File: config.mk
export PLATFORM = sky130hd
export DESIGN_NAME = datapath
export DESIGN_NICKNAME = d
export VERILOG_FILES = /design/src/rtl/datapath_pkg.sv /design/src/rtl/datapath_alu32.sv /design/src/rtl/datapath.sv
export SDC_FILE = /design/constraint.sdc
export NUM_CORES = 1
export LEC_CHECK = 0
export ABC_AREA = 1
export CORE_MARGIN = 10
export CORE_UTILIZATION = 48
export CTS_BUF_LIST = sky130_fd_sc_hd__clkbuf_4 sky130_fd_sc_hd__clkbuf_8 sky130_fd_sc_hd__clkbuf_16
export CTS_CLUSTER_DIAMETER = 40
export DETAILED_ROUTE_END_ITERATION = 10
export MAX_ROUTING_LAYER = met4
export PLACE_DENSITY = 0.67
export SLEW_MARGIN = 20
export SYNTH_ARGS = -nofsm -noshare
export SYNTH_HDL_FRONTEND = slang
export SYNTH_SLANG_ARGS = --single-unit
File: constraint.sdc
create_clock -name clk -period 4.1 [get_ports clk]
set_input_delay 0.82 -clock clk [delete_from_list [all_inputs] [get_ports clk]]
set_output_delay 0.82 -clock clk [all_outputs]
set_load 0.03 [all_outputs]
File: src/rtl/datapath_pkg.sv
// Shared constants for the register-file + ALU datapath.
// Word width, register file geometry and ALU opcode encodings.
package datapath_pkg;

    localparam int DEF_WIDTH = 32;
    localparam int NREGS     = 4;
    localparam int AW        = 2;

    localparam logic [2:0] OP_AND  = 3'b000;
    localparam logic [2:0] OP_ADD  = 3'b001;
    localparam logic [2:0] OP_SUB  = 3'b010;
    localparam logic [2:0] OP_OR   = 3'b011;
    localparam logic [2:0] OP_XOR  = 3'b100;
    localparam logic [2:0] OP_NOR  = 3'b101;
    localparam logic [2:0] OP_SLT  = 3'b110;
    localparam logic [2:0] OP_PASS = 3'b111;

endpackage

File: src/rtl/datapath_alu32.sv
// Combinational ALU: eight ops on two unsigned words.
// Carry is only produced by ADD/SUB; SUB carry=1 means no borrow.
module alu32
    import datapath_pkg::*;
#(
    parameter int WIDTH = DEF_WIDTH
) (
    input  logic [WIDTH-1:0] a,
    input  logic [WIDTH-1:0] b,
    input  logic [2:0]       op,
    output logic [WIDTH-1:0] y,
    output logic             cout
);

    // Fully decoded op select; every path assigns y and cout.
    always_comb begin
        y    = '0;
        cout = 1'b0;
        unique case (op)
            OP_AND:  y = a & b;
            OP_ADD:  {cout, y} = {1'b0, a} + {1'b0, b};
            OP_SUB:  {cout, y} = {1'b0, a} + {1'b0, ~b} + (WIDTH+1)'(1);
            OP_OR:   y = a | b;
            OP_XOR:  y = a ^ b;
            OP_NOR:  y = ~(a | b);
            OP_SLT:  y = {{(WIDTH-1){1'b0}}, ($signed(a) < $signed(b))};
            OP_PASS: y = a;
            default: y = '0;
        endcase
    end

endmodule

File: src/rtl/datapath.sv
// Single-cycle datapath: 4-entry register file feeding alu32.
// The ALU result is written back to R[addr3] on enabled edges.
module datapath
    import datapath_pkg::*;
#(
    parameter int WIDTH = DEF_WIDTH
) (
    input  logic [AW-1:0]    addr1,
    input  logic [AW-1:0]    addr2,
    input  logic [AW-1:0]    addr3,
    input  logic             clk,
    input  logic             wr,
    input  logic             rst,
    input  logic [2:0]       alu,
    output logic [WIDTH-1:0] result,
    output logic             cout
);

    logic [WIDTH-1:0] rf_q [NREGS];
    logic [WIDTH-1:0] rf_d [NREGS];
    logic [WIDTH-1:0] op_a;
    logic [WIDTH-1:0] op_b;

    // Asynchronous read ports.
    always_comb begin
        op_a = rf_q[addr1];
        op_b = rf_q[addr2];
    end

    alu32 #(
        .WIDTH (WIDTH)
    ) u_alu (
        .a    (op_a),
        .b    (op_b),
        .op   (alu),
        .y    (result),
        .cout (cout)
    );

    // Next register state: reset to index values beats writeback.
    always_comb begin
        rf_d = rf_q;
        if (rst) begin
            for (int i = 0; i < NREGS; i++) begin
                rf_d[i] = WIDTH'(i);
            end
        end else if (wr) begin
            rf_d[addr3] = result;
        end
    end

    // Register file state update.
    always_ff @(posedge clk) begin
        rf_q <= rf_d;
    end

endmodule

==> key figures <==
Run status
  • Failing checks: negative setup slack
  • Outcome: finished with violations

STA
  • Setup TNS: -6.85 ns
  • Maximum achievable frequency: ~220 MHz
  • Number of hold violations in the final report: 0
  • Worst Tran Pin Value: about 0.90 ns
  • Total setup violations reported at the end of the flow: 29
  • Worst slack on hold paths: between 0.5 and 0.6 ns
  • Number of max-slew violations in the final report: 0
  • Worst setup margin: -0.351 ns
  • Min Tclk post-route: between 4 and 5 ns
  • Worst clock skew: about 0.013 ns
  • Unrepaired setup endpoints after global routing: yes
  • Part of the cycle the worst path needs: 1.09
  • Worst relative slew slack: 0.399

Finish
  • Ant. Diodes: 0
  • Filler cells: between 1.5k and 2k
  • Number of flip-flops in the largest register: roughly 130
  • Most frequent standard cell in the layout excluding fill and tap cells: nand2_1
  • Total Nets Final: 2987
  • Top reg by flops: rf_q
  • Area grow syn2layout: 65.5%
  • Registers with the most flip-flops: rf_q: 128 flops
  • Share of layout cells above drive strength 1: 0.430
  • Most used cells in the layout excluding fill and tap cells: 476 x nand2_1, 446 x buf_4, 319 x inv_1

Yosys
  • Number of flops mapped to enable cells by yosys: 0
  • Dominant register cell in the synthesized netlist: dfxtp_1
  • Post-synth ARST share: 0
  • Number of warnings issued by yosys: 0
  • Area of the mapped netlist: about 13000 µm²
  • Cells after Synth: about 2.4k
  • Register area share after synthesis: 0.192
  • Post-Synthesis Net Count: 2506
  • Number of register bits inferred by synthesis: between 100 and 150
  • Yosys cell types: 45
  • Mean post-synth cell area: roughly 5.6 µm²

Worst setup path
  • Required time at the endpoint of the critical path: 3.28 ns
  • R2r worst-path depth: 28
  • Crit path capture: result[0]
  • Data arrival time at the worst-slack endpoint: 3.63 ns
  • R2R Setup Slk: ~0.50 ns
  • Largest fanout of any net on the critical path: 21
  • Worst reg2reg path startpoint: rf_q[103]
  • Worst reg2reg endpoint: rf_q[28]
  • Worst Setup Start Kind: input port
  • Critical path class: input port to output pin
  • Worst setup path startpoint: addr2[0]
  • CP endpoint kind: output pin

Power and ir drop
  • Sequential group share of total power: 0.198
  • Comb pwr share: 0.563
  • Worst IR Drop VDD: just under 0.4 mV
  • Lkg Pwr: about 0.011 µW
  • Net switching power: around 2900 µW
  • Internal: 4030 µW
  • Switching part of the total: 0.417
  • Power Dens Cells: ~310 nW/µm²
  • Clock Power Share: 0.239

Floorplanning
  • Core region area: approximately 27000 µm²
  • Die area: about 35000 µm²
  • Number of standard-cell rows in the floorplan: 60
  • Die width: around 190 µm
  • I/O pin cnt: 45
  • Die Y: approximately 190 µm
  • Initial core utilization: 0.491

Routing
  • # DRC: 0
  • Drt first pass iters: 6
  • DRT iter0 DRCs: between 2k and 3k
  • Count of vias placed by the detailed router: slightly below 20k
  • Number of vias per cell: around 6
  • Final WL: between 60 and 70 mm
  • Wire length per cell: between 20 and 25 µm
  • Remaining antenna violation count after routing: 0

Clock network
  • Number of buffers inserted during clock tree synthesis: 17
  • H-Tree Depth: 4
  • Cell chosen for the clock root: clkbuf_16
  • CTS tree: yes
  • Number of buffers added to fix hold violations after cts: 0
  • Number of clock sinks: roughly 130
  • Longest Clk Path Bufs: 2
  • Clock insertion delay at the later pin of the skew report: ~0.42 ns
  • Register clock-pin slew on the reported worst setup and hold paths: roughly 0.060 ns

GRT
  • Via count of the first global-routing pass: 17.4k
  • Initial antenna violation count: 0
  • Largest net degree at the start of global routing: between 70 and 80
  • Remaining global-route overflow: 0
  • Combined global-route utilization of all metal layers: 0.338
  • Global-route wire length before repair: roughly 93 mm

Placed design
  • Detailed placement HPWL: 42.8 mm
  • Count of input and output buffers: between 40 and 50
  • Final Wtd Congestion: around 1.1

Worst hold path
  • Worst min-delay path class: flip-flop to flip-flop

Flow run
  • Maximum Capacitance Violations: 0
==> per-stage QoR <==
stage                     instances  power [µW]  setup WS, ns  instance area, µm²   util
after floorplan                2396        2730       0.00505               13400      -
after global placement         3118        4030         -1.26               17100  0.628
after detailed placement       3118        4060         -1.25               17100  0.628
after CTS                      3212        6170        -0.260               19900  0.732
after global routing           3261        7150        -0.456               22100  0.813
final                          3261        6910        -0.351               22100  0.813
==> routing by layer <==
layer | up-vias | part of all wire | GRT usage | wire length, µm
li1 | 8575 | - | - | -
met1 | 8956 | 0.39 | 0.437 | 25700
met2 | 1371 | 0.45 | 0.520 | 29600
met3 | 307 | 0.12 | 0.0646 | 8030
met4 | 0 | 0.047 | 0.113 | 3120
met5 | - | 0 | - | 0
==> how the worst min path moves through the flow <==
| stage | startpoint | to | slack [ns] | cells past startpoint |
|---|---|---|---|---|
| 6_report | rf_q[125] | rf_q[125] | 0.54 | 2 |
| 2_1_floorplan | rf_q[1] | rf_q[1] | 0.46 | 2 |
| 4_1_cts | rf_q[0] | rf_q[0] | 0.52 | 2 |
| 3_5_place_dp | rf_q[64] | rf_q[64] | 0.51 | 2 |
| 5_1_grt | rf_q[33] | rf_q[33] | 0.56 | 2 |
| 3_3_place_gp | rf_q[64] | rf_q[64] | 0.50 | 2 |
==> kinds of logic after synthesis <==
| group | count (synthesis) | share of synthesized area |
|---|---|---|
| flops | 128 | 0.192 |
| buf+inv | 548 | 0.161 |
| simple gates | 1114 | 0.338 |
| xor+xnor | 2 | 0.00131 |
| fa+ha+maj | 98 | 0.0930 |
| compound gates | 506 | 0.215 |
==> worst max-delay path: stages <==
cell and delay [ns]:
buf_12 0.12, buf_12 0.15, buf_16 0.17, nor2_1 0.11, inv_1 0.06, a32oi_2 0.21, buf_4 0.16, inv_1 0.06
ha_1 0.33, inv_1 0.08, a21oi_1 0.22, a21boi_1 0.22, nand2_2 0.10, a21oi_2 0.13, nand2_1 0.08, nand2_1 0.08
nand3_2 0.14, nand2_2 0.13, nand2_4 0.07, inv_1 0.07, buf_6 0.12
==> power groups by stage <==
stage | sequential, µW | clock (µW) | combinational (µW)
4_1_cts | 1360 | 1630 | 3190
3_5_place_dp | 1380 | 0 | 2680
5_1_grt | 1370 | 1690 | 4080
2_1_floorplan | 1370 | 0 | 1360
6_report | 1370 | 1650 | 3890
3_3_place_gp | 1380 | 0 | 2650
==> cells in the mapped netlist, types with 10 or more instances <==
master,number,share of area
a21oi_1,199,0.075
a32oi_1,32,0.021
buf_2,39,0.015
clkbuf_1,69,0.019
dfxtp_1,128,0.19
ha_1,96,0.090
inv_1,421,0.12
nand2_1,663,0.19
nand3_1,143,0.054
nand4_1,21,0.0098
nor2_1,256,0.072
nor3_1,17,0.0064
o21ai_0,211,0.079
o21bai_1,10,0.0056
==> timing repair <==
item	4_1_cts	5_1_grt
pin swaps	84	199
buffers inserted	56	46
resized for setup	417	542
cloned	8	7
setup endpoints to repair	74	36
==> final cells by class <==
cell class                      count  area [µm²]  share of cell area
Timing Repair Buffer              583        5320               0.241
Timing Repair inverter              1        7.51            0.000340
Tap cell                          372         465              0.0211
Inverter                          426        1650              0.0745
Multi-Input combinational cell   1720       11500               0.519
Clock inverter                     14         205             0.00929
Clock buffer                       17         425              0.0193
Sequential cell                   128        2560               0.116
Note: power is estimated with default switching activity, not from simulation.
